`config.mk`:
```
export PLATFORM = sky130hd
export DESIGN_NAME = add_sub_pipe
export DESIGN_NICKNAME = d
export VERILOG_FILES = /design/src/rtl/add_sub_pipe.sv
export SDC_FILE = /design/constraint.sdc
export NUM_CORES = 1
export LEC_CHECK = 0
export ABC_AREA = 1
export BUFFER_PORTS_ARGS = -buffer_cell sky130_fd_sc_hd__buf_2
export CORE_MARGIN = 2
export CORE_UTILIZATION = 35
export DETAILED_ROUTE_END_ITERATION = 8
export RECOVER_POWER = 50
export REMOVE_ABC_BUFFERS = 1
export SETUP_SLACK_MARGIN = 0.1
export SLEW_MARGIN = 25
export SYNTH_ARGS = -nofsm -noshare
export SYNTH_HDL_FRONTEND = slang
export SYNTH_SLANG_ARGS = --single-unit
```
`constraint.sdc`:
```
create_clock -name clk -period 5.15 [get_ports clk]
set_input_delay 0.7725 -clock clk [delete_from_list [all_inputs] [get_ports clk]]
set_output_delay 0.7725 -clock clk [all_outputs]
set_load 0.02 [all_outputs]
```
`src/rtl/add_sub_pipe.sv`:
```
// add_sub_pipe: pipelined two's-complement adder/subtractor for the FPU mantissa path.
// The carry chain is cut into STAGES segments of SEG = ceil(WIDTH/STAGES) bits. Each stage
// adds its own segment using the carry registered by the previous stage. Operand bits for
// later segments travel along in the same stage registers until their stage is reached.
// Every stage has a valid bit. A stage reloads whenever it is empty or its contents move
// forward, so bubbles close up and the pipeline only stops when it is completely full.
//
// Ports
//   clk, rst             clock (rising edge), asynchronous active-high reset
//   in_valid / in_ready  input handshake for A, B, aos (aos: 0 = A+B, 1 = A-B)
//   out_valid / out_ready output handshake for S, Co, Ov, Z
//   S   sum/difference modulo 2^WIDTH     Co  carry out of the MSB (sub: 1 = no borrow)
//   Ov  signed overflow                   Z   S == 0
module add_sub_pipe #(
    parameter int WIDTH  = 24,
    parameter int STAGES = 3
) (
    input  logic             clk,
    input  logic             rst,
    input  logic             in_valid,
    output logic             in_ready,
    input  logic [WIDTH-1:0] A,
    input  logic [WIDTH-1:0] B,
    input  logic             aos,
    output logic             out_valid,
    input  logic             out_ready,
    output logic [WIDTH-1:0] S,
    output logic             Co,
    output logic             Ov,
    output logic             Z
);

    localparam int SEG = (WIDTH + STAGES - 1) / STAGES;
    localparam int L   = STAGES - 1;

    // One stage's payload. a/bx carry the operands (bx already conditioned for subtract),
    // s holds the bits resolved so far and c is the carry into the next segment.
    typedef struct packed {
        logic [WIDTH-1:0] a;
        logic [WIDTH-1:0] bx;
        logic [WIDTH-1:0] s;
        logic             c;
    } stg_t;

    stg_t              stg0;
    stg_t              stg_d [STAGES];
    stg_t              stg_q [STAGES];
    logic [STAGES-1:0] vld;
    logic [STAGES:0]   vld_pipe;   // bit 0 = incoming valid, bit k+1 = stage k valid
    logic [STAGES-1:0] ld;
    logic              ld_n;
    logic              ov_d, z_d, ov_q, z_q;

    function automatic int seg_hi(input int k);
        return ((k + 1) * SEG < WIDTH) ? (k + 1) * SEG - 1 : WIDTH - 1;
    endfunction

    // Ripple-add bits [lo, hi] of the payload. If lo > hi the segment is empty (this happens
    // for some WIDTH/STAGES pairs) and the carry is simply passed on.
    function automatic stg_t seg_add(input stg_t src, input int lo, input int hi);
        stg_t r;
        logic cy;
        r  = src;
        cy = src.c;
        for (int i = 0; i < WIDTH; i++) begin
            if (i >= lo && i <= hi) begin
                r.s[i] = src.a[i] ^ src.bx[i] ^ cy;
                cy     = (src.a[i] & src.bx[i]) | (cy & (src.a[i] ^ src.bx[i]));
            end
        end
        r.c = cy;
        return r;
    endfunction

    assign vld_pipe = {vld, in_valid};

    // Load enables run from the output back to the input: stage k may load if it is empty
    // or stage k+1 is loading (the last stage frees up when out_ready is high).
    always_comb begin
        ld   = '0;
        ld_n = out_ready;
        for (int k = L; k >= 0; k--) begin
            ld[k] = !vld[k] || ld_n;
            ld_n  = ld[k];
        end
    end

    always_comb begin
        stg0.a  = A;
        stg0.bx = B ^ {WIDTH{aos}};
        stg0.s  = '0;
        stg0.c  = aos;
        stg_d[0] = seg_add(stg0, 0, seg_hi(0));
        for (int k = 1; k < STAGES; k++)
            stg_d[k] = seg_add(stg_q[k-1], k * SEG, seg_hi(k));
        // Flags come from the full result entering the last stage, so they register with it.
        z_d  = (stg_d[L].s == '0);
        ov_d = (stg_d[L].a[WIDTH-1] == stg_d[L].bx[WIDTH-1]) &&
               (stg_d[L].s[WIDTH-1] != stg_d[L].a[WIDTH-1]);
    end

    always_ff @(posedge clk or posedge rst) begin
        if (rst) begin
            vld  <= '0;
            ov_q <= 1'b0;
            z_q  <= 1'b0;
            for (int k = 0; k < STAGES; k++) stg_q[k] <= '0;
        end else begin
            for (int k = 0; k < STAGES; k++) begin
                if (ld[k]) begin
                    vld[k] <= vld_pipe[k];
                    // Payload only moves with a valid op, keeping outputs quiet and defined.
                    if (vld_pipe[k]) stg_q[k] <= stg_d[k];
                end
            end
            if (ld[L] && vld_pipe[L]) begin
                ov_q <= ov_d;
                z_q  <= z_d;
            end
        end
    end

    assign in_ready  = ld[0];
    assign out_valid = vld[L];
    assign S         = stg_q[L].s;
    assign Co        = stg_q[L].c;
    assign Ov        = ov_q;
    assign Z         = z_q;

endmodule

```
==> results.json, run 1 <==
{
  "status": "complete, but fails checks",
  "violations": "max-capacitance violations, max-slew violations",
  "crit_path_end": "Ov$_DFFE_PP0P_",
  "rrSetupSlack_ns": 1.11,
  "yosys_most_used_dff": "dfrtp_1",
  "grt_setup_unrepaired": "false",
  "tightest_slew_ns": 2.49,
  "die_y_um": 123,
  "rr_startpoint": "stg_d[41]$_DFFE_PP0P_",
  "gp_congestion": 0.791,
  "top_layer_used": "met4",
  "rows": 43,
  "setup_slack_ns": 1.11,
  "fmax_ghz": 0.248,
  "p_total_mw": 2.90,
  "syn_inst": 513,
  "fin_skew_ns": 0.00551,
  "yosys.area_share.adder": 0.0959,
  "synth_area_leaders": "dfrtp_1, nand2_1, fa_1",
  "critical_path_class": "reg2reg",
  "timing_hold_violations_final": 0,
  "drt-initial-drc-count": 160,
  "syn_area_um2": 4930,
  "ys_types": 25,
  "synth_top_area_frac": 0.528,
  "hold_class": "reg2reg",
  "firstDrtPassIters": 4,
  "wl_met2_mm": 4.89,
  "hold_buffers": 0,
  "num_vias": 3315,
  "wl_mm": 9.99,
  "cpMostUsedCell": "fa_1",
  "period_needed_ns": 4.04,
  "grt_overflow": 0,
  "finalSetupViolCount": 0,
  "maxCapViolations": 1,
  "drv_slew": 60,
  "dp_hpwl_mm": 7.02,
  "slew_headroom": -0.671,
  "cp_data_arrival_time_ns": 4.31,
  "grt_pass1_vias": 3396,
  "synth_edf_count": 0,
  "synthXorXnorAreaFrac": 0.0426,
  "grt.total_usage": 0.144,
  "critPathMaxFanout": 4,
  "initial_core_util": 0.357,
  "cts.sinks": 104,
  "crit_chain": "fa_1 > fa_1 > fa_1 > fa_1 > inv_1 > fa_1 > inv_1 > fa_1 > fa_1 > inv_1 > fa_1 > a21oi_1 > o211ai_1 > nand2_1",
  "place_ws_ns": 0.975,
  "vias_per_cell": 4.46,
  "yosys_warnings": 0,
  "syn_area_per_cell_um2": 9.62,
  "cts_setup_buffers": 0,
  "antenna_found_initial": 0,
  "route.met3.wl_um": 435,
  "period_share": 0.784,
  "clk_root_buffer_cell": "clkbuf_16",
  "leakagePower_nw": 2.69,
  "power.density_nw_per_um2": 526,
  "synth_top_cell_by_area": "dfrtp_1",
  "yosysMostFrequentCell": "nand2_1",
  "synth_top_family_by_area": "simple AND/OR/NAND/NOR gates",
  "r2r_cells": 14,
  "worstPathRequired_ns": 5.43,
  "htree_num_levels": 3,
  "antenna_cells": 0,
  "ir_drop_mv": 0.192,
  "clk_pin_slew_ns": 0.07,
  "pin_count": 82,
  "synthArstFlopShare": 1.00,
  "coreArea_um2": 13800,
  "ys_seq_elements": 104,
  "rr_endpoint": "Ov$_DFFE_PP0P_",
  "clock_path_buffers": 2,
  "insertion_delay_ns": 0.34,
  "cts_buffers": 9,
  "syn_to_final_growth_pct": 11.9,
  "die-area_um2": 15100,
  "critical-path-max-stage-delay_ns": 0.46,
  "muxShareOfSynthArea": 0.00203,
  "ant_nets": 0,
  "drt-met1-wl_mm": 4.50,
  "synth-compound-area-share": 0.0703,
  "fin_nets": 635,
  "wl_per_cell_um": 13.5,
  "cp_slowest_cell": "fa_1",
  "post_cts_resized": 0,
  "grt_start_max_net_pins": 71,
  "holdWs_ns": 0.470,
  "die_w_um": 123,
  "layout-drive-gt1-share": 0.139,
  "synthTopCellsByCount": "nand2_1, dfrtp_1, inv_1, nor2_1, o21ai_0",
  "grt_pass1_wl_mm": 16.7,
  "yosysSeqAreaShare": 0.528,
  "setup-tns-final_ns": 0,
  "synth-simple-area-share": 0.167,
  "drc": 0,
  "cts_tree": "yes",
  "start_kind": "register",
  "crit_path_start": "stg_d[41]$_DFFE_PP0P_",
  "endpoint_kind": "register",
  "io_buffers": 81
}
-- worst max-delay path: cells and delay by family (launching register included) --
| family | cells | cell delay, ns |
|---|---|---|
| AO/OA/AOI/OAI | 2 | 0.26 |
| AND/OR/NAND/NOR | 1 | 0.09 |
| flip-flops | 1 | 0.41 |
| adder cells (fa/ha/maj) | 8 | 3.02 |
| buffers and inverters | 3 | 0.22 |
-- layout by cell type (no fill, tap or decap), drive strengths merged --
master    count
a21oi        21
buf          55
clkbuf       40
clkinv        2
clkinvlp      3
dfrtp       104
fa           23
ha            1
inv          40
mux2i         1
nand2       142
nand3        28
nand4         1
nor2         31
o211ai        1
o21ai        46
xnor2        23
xor2          1
-- power breakdown --
| part | switching [mW] | internal [mW] |
|---|---|---|
| sequential | 0.182 | 1.10 |
| clock | 0.293 | 0.355 |
| combinational | 0.634 | 0.341 |
-- cells by family (layout without fill, tap and decap cells) --
kind of cell	Yosys count	after routing
fa+ha+maj	24	24
xor+xnor	24	24
mux	1	1
simple gates	202	202
flops	104	104
compound gates	68	68
buf+inv	90	140
-- flip-flops by register name (all words and copies together) (netlist names) --
register	count
stg_d	72
S	24
vld	3
stg_q	2
Co	1
Ov	1
Z	1
-- metrics by stage --
| step | utilization | std cells | area (µm²) |
|---|---|---|---|
| CTS | 0.402 | 743 | 5560 |
| floorplan | - | 464 | 4620 |
| global placement | 0.381 | 727 | 5270 |
| detailed placement | 0.382 | 727 | 5280 |
| global route | 0.399 | 743 | 5520 |
| finish | 0.399 | 743 | 5520 |
-- routing by layer --
| metal | GRT usage | up-vias |
|---|---|---|
| met4 | 0.0560 | 0 |
| met2 | 0.240 | 62 |
| met1 | 0.185 | 1578 |
| li1 | - | 1664 |
| met5 | 0 | - |
| met3 | 0.0260 | 11 |
-- worst min-delay path by stage --
| stage | cells after the start | start | end | slack, ns |
|---|---|---|---|---|
| 5_1_grt | 2 | stg_d[139]$_DFFE_PP0P_ | stg_d[139]$_DFFE_PP0P_ | 0.50 |
| 3_5_place_dp | 2 | S[19]$_DFFE_PP0P_ | S[19]$_DFFE_PP0P_ | 0.46 |
| 6_report | 2 | S[19]$_DFFE_PP0P_ | S[19]$_DFFE_PP0P_ | 0.47 |
| 3_3_place_gp | 2 | S[16]$_DFFE_PP0P_ | S[16]$_DFFE_PP0P_ | 0.46 |
| 4_1_cts | 2 | S[19]$_DFFE_PP0P_ | S[19]$_DFFE_PP0P_ | 0.47 |
| 2_1_floorplan | 2 | stg_d[142]$_DFFE_PP0P_ | stg_d[142]$_DFFE_PP0P_ | 0.44 |
-- layout make-up --
cell class | instances | area [µm²]
Timing Repair Buffer | 83 | 384
Clock inverter | 4 | 28.8
Tap cell | 180 | 225
Fill cell | 1400 | 8300
Clock buffer | 12 | 256
Inverter | 41 | 155
Sequential cell | 104 | 2600
Multi-Input combinational cell | 319 | 1870
No activity file was read; power rests on OpenSTA's default activity.
==> run 2, diff against run 1 <==
ABC_AREA = 0   (was 1)
clock period = 3.75 ns   (was 5.15 ns; I/O delays follow)
==> run 2 against run 1 <==
Against the previous run: the flow finishes with violations (max-capacitance violations, max-slew violations, negative setup slack); first-iteration DRC count is 38% lower; register-to-register slack worse by 1.2 ns; via count is 13% lower; worst hold slack worse by 0.021 ns; final cell count is 18% lower; flip-flop and latch count stayed put.
==> results.json, run 2 <==
{
  "timing_hold_violations_final": 0,
  "yosysSeqAreaShare": 0.520,
  "syn_area_per_cell_um2": 13.5,
  "cp_data_arrival_time_ns": 4.04,
  "yosys_most_used_dff": "dfrtp_1",
  "place_inst": 595,
  "pin_count": 82,
  "setup-tns-final_ns": -0.118,
  "wl_per_cell_um": 16.6,
  "fin_cells": 611,
  "maxCapViolations": 1,
  "period_needed_ns": 3.82,
  "clk_pin_slew_ns": 0.07,
  "period_share": 1.02,
  "initial_core_util": 0.359,
  "synth_top_area_frac": 0.520,
  "synthArstFlopShare": 1.00,
  "yosys_warnings": 0,
  "grt_setup_unrepaired": "true",
  "htree_num_levels": 3,
  "syn_to_final_growth_pct": 14.5,
  "grt_start_max_net_pins": 89,
  "violations": "max-capacitance violations, max-slew violations, negative setup slack",
  "drc": 0,
  "ys_seq_elements": 104,
  "drv_slew": 89,
  "cts_buffers": 9,
  "drt-initial-drc-count": 100,
  "coreArea_um2": 13900,
  "syn_inst": 370,
  "syn_area_um2": 5010,
  "cts.sinks": 104,
  "antenna_found_initial": 0,
  "layout_commonest_cell": "dfrtp_1",
  "io_buffers": 81,
  "clk_root_buffer_cell": "clkbuf_16",
  "die-area_um2": 15300,
  "synthTopCellsByCount": "dfrtp_1, mux2_2, a21oi_1, buf_4, inv_1",
  "insertion_delay_ns": 0.34,
  "cts_tree": "yes",
  "leakagePower_nw": 2.48,
  "utilization": 0.411,
  "clock_path_buffers": 2,
  "place_ws_ns": -0.427,
  "fin_skew_ns": 0.00615,
  "layout-drive-gt1-share": 0.436,
  "mostFrequentLayoutCells": "dfrtp_1, buf_2, mux2_2",
  "vias_per_cell": 4.73,
  "p_total_mw": 3.98,
  "fmax_ghz": 0.262,
  "die_y_um": 124,
  "endpoint_kind": "register",
  "finalSetupViolCount": 2,
  "antenna_cells": 0,
  "worstPathRequired_ns": 3.98,
  "setup_slack_ns": -0.0663,
  "grt.total_usage": 0.145,
  "synth_area_leaders": "dfrtp_1, mux2_2, fa_1",
  "tightest_slew_ns": 1.87,
  "largest_register_ffs": 72,
  "status": "complete, but fails checks",
  "grt_overflow": 0,
  "hold_class": "in2reg",
  "rows": 43,
  "die_w_um": 124,
  "dp_hpwl_mm": 7.14,
  "num_vias": 2887,
  "power.density_nw_per_um2": 694,
  "ir_drop_mv": 0.275,
  "critPathMaxFanout": 3,
  "gp_congestion": 0.745,
  "slew_headroom": -0.248,
  "synth_top_cell_by_area": "dfrtp_1",
  "hold_buffers": 0,
  "wl_mm": 10.2,
  "start_kind": "register",
  "yosysMostFrequentCell": "dfrtp_1",
  "fin_nets": 503,
  "synth_edf_count": 0,
  "firstDrtPassIters": 4,
  "critical_path_class": "reg2reg",
  "grt_pass1_vias": 3161,
  "ant_nets": 0,
  "grt_pass1_wl_mm": 16.5,
  "ys_types": 29
}
-- run 2: cell count changes after synthesis, sizes merged, moves of 5 or more --
cell	before	now
inv	41	25
nor2	31	0
o21ai	46	4
buf	46	39
a21oi	21	45
nor4	0	5
nand3	28	5
mux2	0	68
nand2	142	2
-- run 2: area by class of cell --
cell class / count / area (µm²)
Clock buffer: 11 / 243
Clock inverter: 5 / 56.3
Fill cell: 1311 / 8200
Inverter: 25 / 97.6
Multi-Input combinational cell: 197 / 2060
Sequential cell: 104 / 2600
Tap cell: 180 / 225
Timing Repair Buffer: 89 / 444
-- run 2: cell families after synthesis --
logic type | after synthesis | share of synthesized area
flops | 104 | 0.520
mux | 72 | 0.171
buf+inv | 69 | 0.0805
compound gates | 54 | 0.0600
xor+xnor | 25 | 0.0437
fa+ha+maj | 24 | 0.0945
simple gates | 22 | 0.0307
-- run 2: worst max-delay path: stages, from the launching register on --
cell and delay, ns:
dfrtp_1 0.40, fa_2 0.39, fa_2 0.35, fa_2 0.35, fa_2 0.37, inv_2 0.06, fa_1 0.15, inv_1 0.05
fa_2 0.34, fa_2 0.34, inv_2 0.07, fa_2 0.47, nor4bb_4 0.18, nand4_1 0.09, o2bb2ai_1 0.07
-- run 2: power by group --
part | internal [mW] | switching, mW | total (mW)
Combinational | 0.639 | 0.666 | 1.31
Sequential | 1.48 | 0.261 | 1.74
Clock | 0.535 | 0.397 | 0.931
-- run 2: final timing paths --
path / start / end / slack, ns / cells after the start
setup / recovery: stg_d[41]$_DFFE_PP0P_ / Z$_DFFE_PP0P_ / -0.07 / 14
min in group asynchronous: rst / stg_d[110]$_DFFE_PP0P_ / 0.74 / 2
max in group asynchronous: rst / stg_d[113]$_DFFE_PP0P_ / 1.85 / 3
hold / removal: A[21] / stg_d[143]$_DFFE_PP0P_ / 0.45 / 2
hold reg to reg: S[14]$_DFFE_PP0P_ / S[14]$_DFFE_PP0P_ / 0.50 / 1
setup reg to reg: stg_d[41]$_DFFE_PP0P_ / Z$_DFFE_PP0P_ / -0.07 / 14
-- run 2: what timing repair did --
action,CTS,global route
buffers inserted,0,0
gates resized for setup,16,5
pin swaps,6,4
setup endpoints to repair,5,5
-- run 2: per-layer routing --
| layer | vias up | wire length, µm | track usage |
|---|---|---|---|
| li1 | 1336 | - | - |
| met1 | 1481 | 4520 | 0.192 |
| met2 | 60 | 4910 | 0.230 |
| met3 | 10 | 571 | 0.0403 |
| met4 | 0 | 151 | 0.0511 |
| met5 | - | 0 | 0 |
-- run 2: through the flow --
stage / hold slack (ns) / instance area (µm²)
6_report: 0.449 / 5730
4_1_cts: 0.414 / 5740
3_5_place_dp: 0.492 / 5390
2_1_floorplan: 0.477 / 4700
5_1_grt: 0.445 / 5730
3_3_place_gp: 0.476 / 5390
